## config.mk

```make
export PLATFORM = sky130hd
export DESIGN_NAME = gpio_cmd_regfile
export DESIGN_NICKNAME = d
export VERILOG_FILES = /design/src/rtl/gpio_regfile_pkg.sv /design/src/rtl/gpio_strobe_detect.sv /design/src/rtl/gpio_cmd_regfile.sv
export SDC_FILE = /design/constraint.sdc
export NUM_CORES = 1
export LEC_CHECK = 0
export ABC_CLOCK_PERIOD_IN_PS = 5900
export CAP_MARGIN = 5
export CORE_ASPECT_RATIO = 1.25
export CORE_MARGIN = 4
export CORE_UTILIZATION = 54
export DETAILED_ROUTE_END_ITERATION = 12
export PLACE_DENSITY = 0.86
export SYNTH_ARGS = -nofsm -noshare
export SYNTH_HDL_FRONTEND = slang
export SYNTH_SLANG_ARGS = --single-unit
```

## constraint.sdc

```tcl
create_clock -name clk -period 5.9 [get_ports clk]
set_input_delay 1.18 -clock clk [delete_from_list [all_inputs] [get_ports clk]]
set_output_delay 1.18 -clock clk [all_outputs]
set_load 0.02 [all_outputs]
```

## src/rtl/gpio_regfile_pkg.sv

```systemverilog
`default_nettype none
// ============================================================================
// Module      : gpio_regfile_pkg
// Description : Shared constants for the GPIO command decoder / register file:
//               opcodes, command-word field positions, counter kind indices.
// Revision    : 1.0 - initial release
// ============================================================================
package gpio_regfile_pkg;

  // Command opcodes carried in i_gpio[OPC_MSB:OPC_LSB]
  localparam logic [7:0] OPC_RST   = 8'h01;
  localparam logic [7:0] OPC_LOG   = 8'h03;
  localparam logic [7:0] OPC_RAMRD = 8'h04;
  localparam logic [7:0] OPC_SNAP  = 8'h05;
  localparam logic [7:0] OPC_CNTRD = 8'h06;
  localparam logic [7:0] OPC_STAT  = 8'h07;

  // Command word layout: [31:24] opcode, [23] strobe, [22:0] payload
  localparam int OPC_MSB    = 31;
  localparam int OPC_LSB    = 24;
  localparam int STROBE_BIT = 23;

  // Counter kind within a channel's word group
  localparam int KIND_ERR = 0;
  localparam int KIND_BIT = 1;

  // Only recognised opcodes execute, pulse o_cmd_strobe and bump cmd_cnt
  function automatic logic opc_is_known(input logic [7:0] opc);
    logic known;
    known = 1'b0;
    case (opc)
      OPC_RST, OPC_LOG, OPC_RAMRD, OPC_SNAP, OPC_CNTRD, OPC_STAT: known = 1'b1;
      default: known = 1'b0;
    endcase
    return known;
  endfunction

endpackage
`default_nettype wire

```

## src/rtl/gpio_strobe_detect.sv

```systemverilog
`default_nettype none
// ============================================================================
// Module      : gpio_strobe_detect
// Description : Registers the GPIO command word and emits a one-cycle execute
//               pulse on the rising edge of the strobe bit, together with the
//               command word that caused it. With GPIO_REGF_SYNC_EN defined
//               the word first passes a 2-flop synchroniser (one extra cycle).
// Revision    : 1.0 - initial release
// ============================================================================
module gpio_strobe_detect
  import gpio_regfile_pkg::*;
#(
  parameter int NB_GPIO = 32
) (
  input  logic               clk,
  input  logic               i_reset,
  input  logic [NB_GPIO-1:0] i_gpio,
  output logic [NB_GPIO-1:0] o_cmd,
  output logic               o_exec
);

  logic [NB_GPIO-1:0] in_d, in_q;
  logic [NB_GPIO-1:0] cmd_d, cmd_q;
  logic               prev_d, prev_q;
  logic               exec_d, exec_q;

`ifdef GPIO_REGF_SYNC_EN
  logic [NB_GPIO-1:0] sync_d, sync_q;

  // First synchroniser stage; strobe resets high so a held strobe never fires
  always_ff @(posedge clk or negedge i_reset) begin
    if (!i_reset) begin
      sync_q             <= '0;
      sync_q[STROBE_BIT] <= 1'b1;
    end else begin
      sync_q <= sync_d;
    end
  end

  always_comb begin
    sync_d = i_gpio;
    in_d   = sync_q;
  end
`else
  always_comb begin
    in_d = i_gpio;
  end
`endif

  // Edge detect on the registered strobe; command word travels with the pulse
  always_comb begin
    prev_d = in_q[STROBE_BIT];
    exec_d = in_q[STROBE_BIT] & ~prev_q;
    cmd_d  = in_q;
  end

  // Input register and detector pipeline; strobe history resets to 1
  always_ff @(posedge clk or negedge i_reset) begin
    if (!i_reset) begin
      in_q             <= '0;
      in_q[STROBE_BIT] <= 1'b1;
      prev_q           <= 1'b1;
      exec_q           <= 1'b0;
      cmd_q            <= '0;
    end else begin
      in_q   <= in_d;
      prev_q <= prev_d;
      exec_q <= exec_d;
      cmd_q  <= cmd_d;
    end
  end

  assign o_cmd  = cmd_q;
  assign o_exec = exec_q;

endmodule
`default_nettype wire

```

## src/rtl/gpio_cmd_regfile.sv

```systemverilog
`default_nettype none
// ============================================================================
// Module      : gpio_cmd_regfile
// Description : GPIO command decoder and register file. Executes one command
//               per strobe rising edge, drives soft-reset / logging / RAM-read
//               controls, snapshots N_CH error and bit counters into shadow
//               registers and muxes RAM data, counter words or status back
//               onto o_gpio. Optional macro GPIO_REGF_SYNC_EN adds an input
//               synchroniser (see gpio_strobe_detect).
// Revision    : 1.0 - initial release
// ============================================================================
module gpio_cmd_regfile
  import gpio_regfile_pkg::*;
#(
  parameter int NB_GPIO = 32,
  parameter int NB_CNT  = 64,
  parameter int N_CH    = 2,
  parameter int NB_ADDR = 16
) (
  input  logic                   clk,
  input  logic                   i_reset,
  input  logic [NB_GPIO-1:0]     i_gpio,
  output logic [NB_GPIO-1:0]     o_gpio,
  input  logic [N_CH*NB_CNT-1:0] i_cnt_err,
  input  logic [N_CH*NB_CNT-1:0] i_cnt_bit,
  input  logic [NB_GPIO-1:0]     i_ram_data,
  output logic                   o_rst_soft,
  output logic [2:0]             o_log_sel,
  output logic                   o_log_wr_en,
  output logic                   o_ram_rd_en,
  output logic [NB_ADDR-1:0]     o_ram_addr,
  output logic                   o_cmd_strobe,
  output logic                   o_snap_valid
);

  localparam int WPC     = NB_CNT / NB_GPIO;
  localparam int N_WORDS = N_CH * 2 * WPC;
  localparam int NB_PAY  = STROBE_BIT;

  logic [NB_GPIO-1:0] w_cmd;
  logic               w_exec;
  logic [7:0]         w_opc;
  logic [NB_PAY-1:0]  w_pay;
  logic               w_run;
  logic               w_snap_load;
  logic               w_unused;

  gpio_strobe_detect #(.NB_GPIO(NB_GPIO)) u_strobe_detect (
    .clk     (clk),
    .i_reset (i_reset),
    .i_gpio  (i_gpio),
    .o_cmd   (w_cmd),
    .o_exec  (w_exec)
  );

  assign w_opc    = w_cmd[OPC_MSB:OPC_LSB];
  assign w_pay    = w_cmd[NB_PAY-1:0];
  assign w_run    = w_exec & opc_is_known(w_opc);
  assign w_unused = ^w_pay[NB_PAY-1:17];

  logic                   rst_soft_d,   rst_soft_q;
  logic [2:0]             log_sel_d,    log_sel_q;
  logic                   log_wr_en_d,  log_wr_en_q;
  logic                   ram_rd_en_d,  ram_rd_en_q;
  logic [NB_ADDR-1:0]     ram_addr_d,   ram_addr_q;
  logic                   cnt_rd_en_d,  cnt_rd_en_q;
  logic [15:0]            cnt_sel_d,    cnt_sel_q;
  logic                   stat_rd_en_d, stat_rd_en_q;
  logic                   cont_mode_d,  cont_mode_q;
  logic [15:0]            cmd_cnt_d,    cmd_cnt_q;
  logic                   cmd_strobe_d, cmd_strobe_q;
  logic                   snap_valid_d, snap_valid_q;
  logic [N_CH*NB_CNT-1:0] shd_err_d,    shd_err_q;
  logic [N_CH*NB_CNT-1:0] shd_bit_d,    shd_bit_q;

  // Command decode; continuous mode and a one-shot share one load strobe
  always_comb begin
    rst_soft_d   = rst_soft_q;
    log_sel_d    = log_sel_q;
    log_wr_en_d  = log_wr_en_q;
    ram_rd_en_d  = ram_rd_en_q;
    ram_addr_d   = ram_addr_q;
    cnt_rd_en_d  = cnt_rd_en_q;
    cnt_sel_d    = cnt_sel_q;
    stat_rd_en_d = stat_rd_en_q;
    cont_mode_d  = cont_mode_q;
    cmd_cnt_d    = cmd_cnt_q;
    w_snap_load  = cont_mode_q;
    if (w_run) begin
      cmd_cnt_d = cmd_cnt_q + 16'd1;
      case (w_opc)
        OPC_RST:   rst_soft_d = w_pay[0];
        OPC_LOG: begin
          log_sel_d   = w_pay[2:0];
          log_wr_en_d = w_pay[3];
        end
        OPC_RAMRD: begin
          ram_rd_en_d = w_pay[16];
          ram_addr_d  = w_pay[NB_ADDR-1:0];
        end
        OPC_SNAP: begin
          cont_mode_d = w_pay[1];
          if (w_pay[0]) w_snap_load = 1'b1;
        end
        OPC_CNTRD: begin
          cnt_rd_en_d = w_pay[16];
          cnt_sel_d   = w_pay[15:0];
        end
        OPC_STAT:  stat_rd_en_d = w_pay[0];
        default:   ;
      endcase
    end
    cmd_strobe_d = w_run;
    snap_valid_d = w_snap_load;
    shd_err_d    = w_snap_load ? i_cnt_err : shd_err_q;
    shd_bit_d    = w_snap_load ? i_cnt_bit : shd_bit_q;
  end

  // Control, mode and shadow state; soft reset is asserted out of reset
  always_ff @(posedge clk or negedge i_reset) begin
    if (!i_reset) begin
      rst_soft_q   <= 1'b1;
      log_sel_q    <= '0;
      log_wr_en_q  <= 1'b0;
      ram_rd_en_q  <= 1'b0;
      ram_addr_q   <= '0;
      cnt_rd_en_q  <= 1'b0;
      cnt_sel_q    <= '0;
      stat_rd_en_q <= 1'b0;
      cont_mode_q  <= 1'b0;
      cmd_cnt_q    <= '0;
      cmd_strobe_q <= 1'b0;
      snap_valid_q <= 1'b0;
      shd_err_q    <= '0;
      shd_bit_q    <= '0;
    end else begin
      rst_soft_q   <= rst_soft_d;
      log_sel_q    <= log_sel_d;
      log_wr_en_q  <= log_wr_en_d;
      ram_rd_en_q  <= ram_rd_en_d;
      ram_addr_q   <= ram_addr_d;
      cnt_rd_en_q  <= cnt_rd_en_d;
      cnt_sel_q    <= cnt_sel_d;
      stat_rd_en_q <= stat_rd_en_d;
      cont_mode_q  <= cont_mode_d;
      cmd_cnt_q    <= cmd_cnt_d;
      cmd_strobe_q <= cmd_strobe_d;
      snap_valid_q <= snap_valid_d;
      shd_err_q    <= shd_err_d;
      shd_bit_q    <= shd_bit_d;
    end
  end

  // Flatten shadows into GPIO words: index ((ch*2 + kind)*WPC + word)
  logic [NB_GPIO-1:0] w_words [N_WORDS];
  for (genvar ch = 0; ch < N_CH; ch++) begin : g_ch
    for (genvar wd = 0; wd < WPC; wd++) begin : g_wd
      assign w_words[(ch*2 + KIND_ERR)*WPC + wd] = shd_err_q[ch*NB_CNT + wd*NB_GPIO +: NB_GPIO];
      assign w_words[(ch*2 + KIND_BIT)*WPC + wd] = shd_bit_q[ch*NB_CNT + wd*NB_GPIO +: NB_GPIO];
    end
  end

  logic [NB_GPIO-1:0] w_cnt_word;
  logic [NB_GPIO-1:0] w_status;

  // Readback mux: RAM beats counters beats status; out-of-range selects read 0
  always_comb begin
    w_cnt_word = '0;
    for (int i = 0; i < N_WORDS; i++) begin
      if (cnt_sel_q == 16'(i)) w_cnt_word = w_words[i];
    end
    w_status = {cmd_cnt_q, {(NB_GPIO-17){1'b0}}, cont_mode_q};
    if (ram_rd_en_q)       o_gpio = i_ram_data;
    else if (cnt_rd_en_q)  o_gpio = w_cnt_word;
    else if (stat_rd_en_q) o_gpio = w_status;
    else                   o_gpio = '0;
  end

  assign o_rst_soft   = rst_soft_q;
  assign o_log_sel    = log_sel_q;
  assign o_log_wr_en  = log_wr_en_q;
  assign o_ram_rd_en  = ram_rd_en_q;
  assign o_ram_addr   = ram_addr_q;
  assign o_cmd_strobe = cmd_strobe_q;
  assign o_snap_valid = snap_valid_q;

endmodule
`default_nettype wire

```

==> results.py <==
metrics = {
    "clocking": {
        "cts_hold_buf": 0,
        "numClockSinks": 368,
        "cts_root_buffer": "clkbuf_16",
        "htreeDepth": 2,
        "worstSkewPairLatency_ns": 0.52,
        "clock_path_buffers": 3,
        "clkTransAtPathRegs_ns": 0.06,
        "cts_tree": "yes",
        "cts_made_buffers": 37,
        "post_cts_buffers": 0,
        "post_cts_resized": 0,
    },
    "timing": {
        "drv_slew": 0,
        "finalCriticalPeriod_ns": 5.50,
        "fin_worst_skew_ns": 0.0123,
        "finalHoldViolations": 0,
        "fmax_mhz": 182,
        "setup_violations": 0,
        "slew_headroom": 0.194,
        "worst_slew_pin_slew_ns": 1.20,
        "rsz0062_at_grt": "false",
        "finalSetupTns_ns": 0,
        "period_share": 0.931,
    },
    "critical_path": {
        "worstPathMaxFanout": 18,
        "critical_path_buf_inv_count": 1,
        "cpPeakStageDelay_ns": 0.81,
        "crit_arrival_ns": 4.32,
        "critical_path.top_delay_family": "simple AND/OR/NAND/NOR gates",
        "reg2reg_from": "u_strobe_detect.o_cmd[27]",
        "crit_start": "cnt_sel_q[1]",
        "end_kind": "output pin",
        "required_ns": 4.72,
        "setup.worst_path.start_class": "flip-flop",
        "crit_slowest_cell": "or4b_2",
        "path_cells": "or4b_2 -> nor4_4 -> a221oi_1 -> o32ai_1 -> a211o_1 -> clkdlybuf4s50_1",
        "critical_path_class": "flip-flop to output pin",
    },
    "place": {
        "hpwl_mm": 34.9,
        "place_area_mm2": 0.0199,
        "globalplace.congestion": 0.905,
        "portBuffers": 371,
    },
    "synth": {
        "syn_avg_cell_area_um2": 13.1,
        "ys_types": 66,
        "ys_async_sr_fraction": 1.00,
        "yosysSeqAreaShare": 0.580,
        "yosysWarnings": 0,
        "synth-edff-count": 0,
        "syn_inst": 1208,
        "yosys_most_used_dff": "dfrtp_1",
        "synthesis.area_mm2": 0.0159,
        "mappedNetlistNets": 1531,
        "synth-seq-cells": 368,
    },
    "route": {
        "drt_drc_violations_left": 0,
        "wl_mm": 49.0,
        "vias": 12100,
        "drt-initial-drc-count": 1007,
        "ant_nets": 0,
        "wl_per_cell_um": 24.5,
        "firstDrtPassIters": 5,
        "via_per_inst": 6.03,
    },
    "floorplanning": {
        "dieWidth_um": 161,
        "row_count": 69,
        "die-area_mm2": 0.0322,
        "start_util": 0.553,
        "core_mm2": 0.0287,
        "io_pins": 378,
        "die-height_um": 200,
    },
    "final_layout": {
        "mostFrequentLayoutCells": "clkdlybuf4s50_1, dfrtp_1, mux2_2",
        "layout-drive-gt1-share": 0.250,
        "final_common_cell": "clkdlybuf4s50_1",
        "syn_to_final_growth_pct": 34.5,
        "nNetsFinal": 1888,
        "final_util": 0.743,
        "design_area_mm2": 0.0214,
    },
    "power_and_ir_drop": {
        "p_per_area_mw_per_mm2": 330,
        "irDropWorstVdd_uv": 257,
        "leakage_nw": 9.20,
    },
    "global_routing": {
        "antenna_found_initial": 18,
        "first_global_vias": 12700,
        "grt_usage": 0.294,
        "grt_max_degree": 167,
        "overflow": 0,
        "grt_pass1_wl_mm": 72.8,
    },
    "status": {
        "status": "finished, final reports clean",
    },
    "worst_hold_path": {
        "hp-start": "u_strobe_detect.cmd_d[29]",
        "worstHoldPathType": "flip-flop to flip-flop",
    },
    "flow_run": {
        "max_cap_viol_count": 0,
    },
}
==> logic make-up after synthesis <==
kind of cell	synth area share
AO/OA/AOI/OAI	0.101
XOR/XNOR	0.00827
adder cells (fa/ha/maj)	0.000788
buffers and inverters	0.0259
flip-flops	0.580
multiplexers	0.213
AND/OR/NAND/NOR	0.0714
==> worst register-to-register path, stage by stage, from the launching register on <==
cell and delay [ns]:
dfrtp_1 0.40, nor4_1 0.46, and3_1 0.29, a31o_4 0.80, buf_4 0.73, mux2_2 0.45
==> state kept, by name (all words and copies together), names as in the netlist <==
register,count
cnt_rd_en_q,1
o_log_wr_en,1
u_strobe_detect.prev_q,1
u_strobe_detect.cmd_d,26
shd_err_q,128
o_rst_soft,1
o_ram_addr,16
shd_bit_q,128
o_ram_rd_en,1
stat_rd_en_q,1
o_snap_valid,1
cont_mode_q,1
cnt_sel_q,16
u_strobe_detect.o_exec,1
o_cmd_strobe,1
u_strobe_detect.o_cmd,25
o_log_sel,3
cmd_cnt_q,16
==> report_power, final <==
group / switching [mW] / internal [mW]
Clock: 0.984 / 1.61
Sequential: 0.310 / 3.03
Combinational: 0.422 / 0.684
Total: 1.72 / 5.33
==> layout make-up <==
type	instances	area [um2]
Tap cell	390	488
Inverter	10	37.5
Clock inverter	14	226
Timing Repair Buffer	396	3930
Antenna cell	17	42.5
Sequential cell	368	9210
Clock buffer	54	1140
Multi-Input combinational cell	752	6280
Fill cell	1892	7390
==> final timing paths <==
check                                       endpoint  slack (ns)  depth (start not counted)
min in group asynchronous  u_strobe_detect.cmd_d[31]        0.63                          1
max in group asynchronous              shd_bit_q[75]        3.71                          2
min                        u_strobe_detect.o_cmd[29]        0.35                          0
max reg2reg                            shd_bit_q[38]        2.63                          5
max                                       o_gpio[29]        0.40                          6
min reg2reg                u_strobe_detect.o_cmd[29]        0.35                          0
==> metal layers <==
metal | vias to the layer above | part of all wire | track usage
met5 | - | 0.0011 | 0
met4 | 8 | 0.048 | 0.136
met3 | 148 | 0.089 | 0.0741
met2 | 666 | 0.48 | 0.472
met1 | 6036 | 0.39 | 0.382
li1 | 5200 | - | -
==> cell usage after synthesis (18+ instances only) <==
| library cell | number | area share |
|---|---|---|
| dfrtp_1 | 365 | 0.58 |
| mux2_2 | 286 | 0.20 |
| nand2_1 | 81 | 0.019 |
| a21oi_1 | 59 | 0.019 |
| buf_2 | 38 | 0.012 |
| nor2_1 | 32 | 0.0076 |
| clkbuf_1 | 31 | 0.0073 |
| o21ai_0 | 25 | 0.0079 |
| o22ai_1 | 24 | 0.0095 |
| a221oi_1 | 23 | 0.013 |
| o221ai_1 | 22 | 0.012 |
| nor2b_1 | 19 | 0.0075 |
| nand3_1 | 18 | 0.0057 |
==> metrics by stage <==
step	power, mW	hold WS, ns	setup slack [ns]	std cells
detailed placement	4.47	0.335	1.02	1916
CTS	7.07	0.348	0.430	1984
global placement	4.39	0.331	1.04	1916
global route	7.32	0.353	0.278	1996
finish	7.04	0.347	0.405	2001
floorplan	3.93	0.331	2.32	1208
Power figures use the tool's default switching activity.
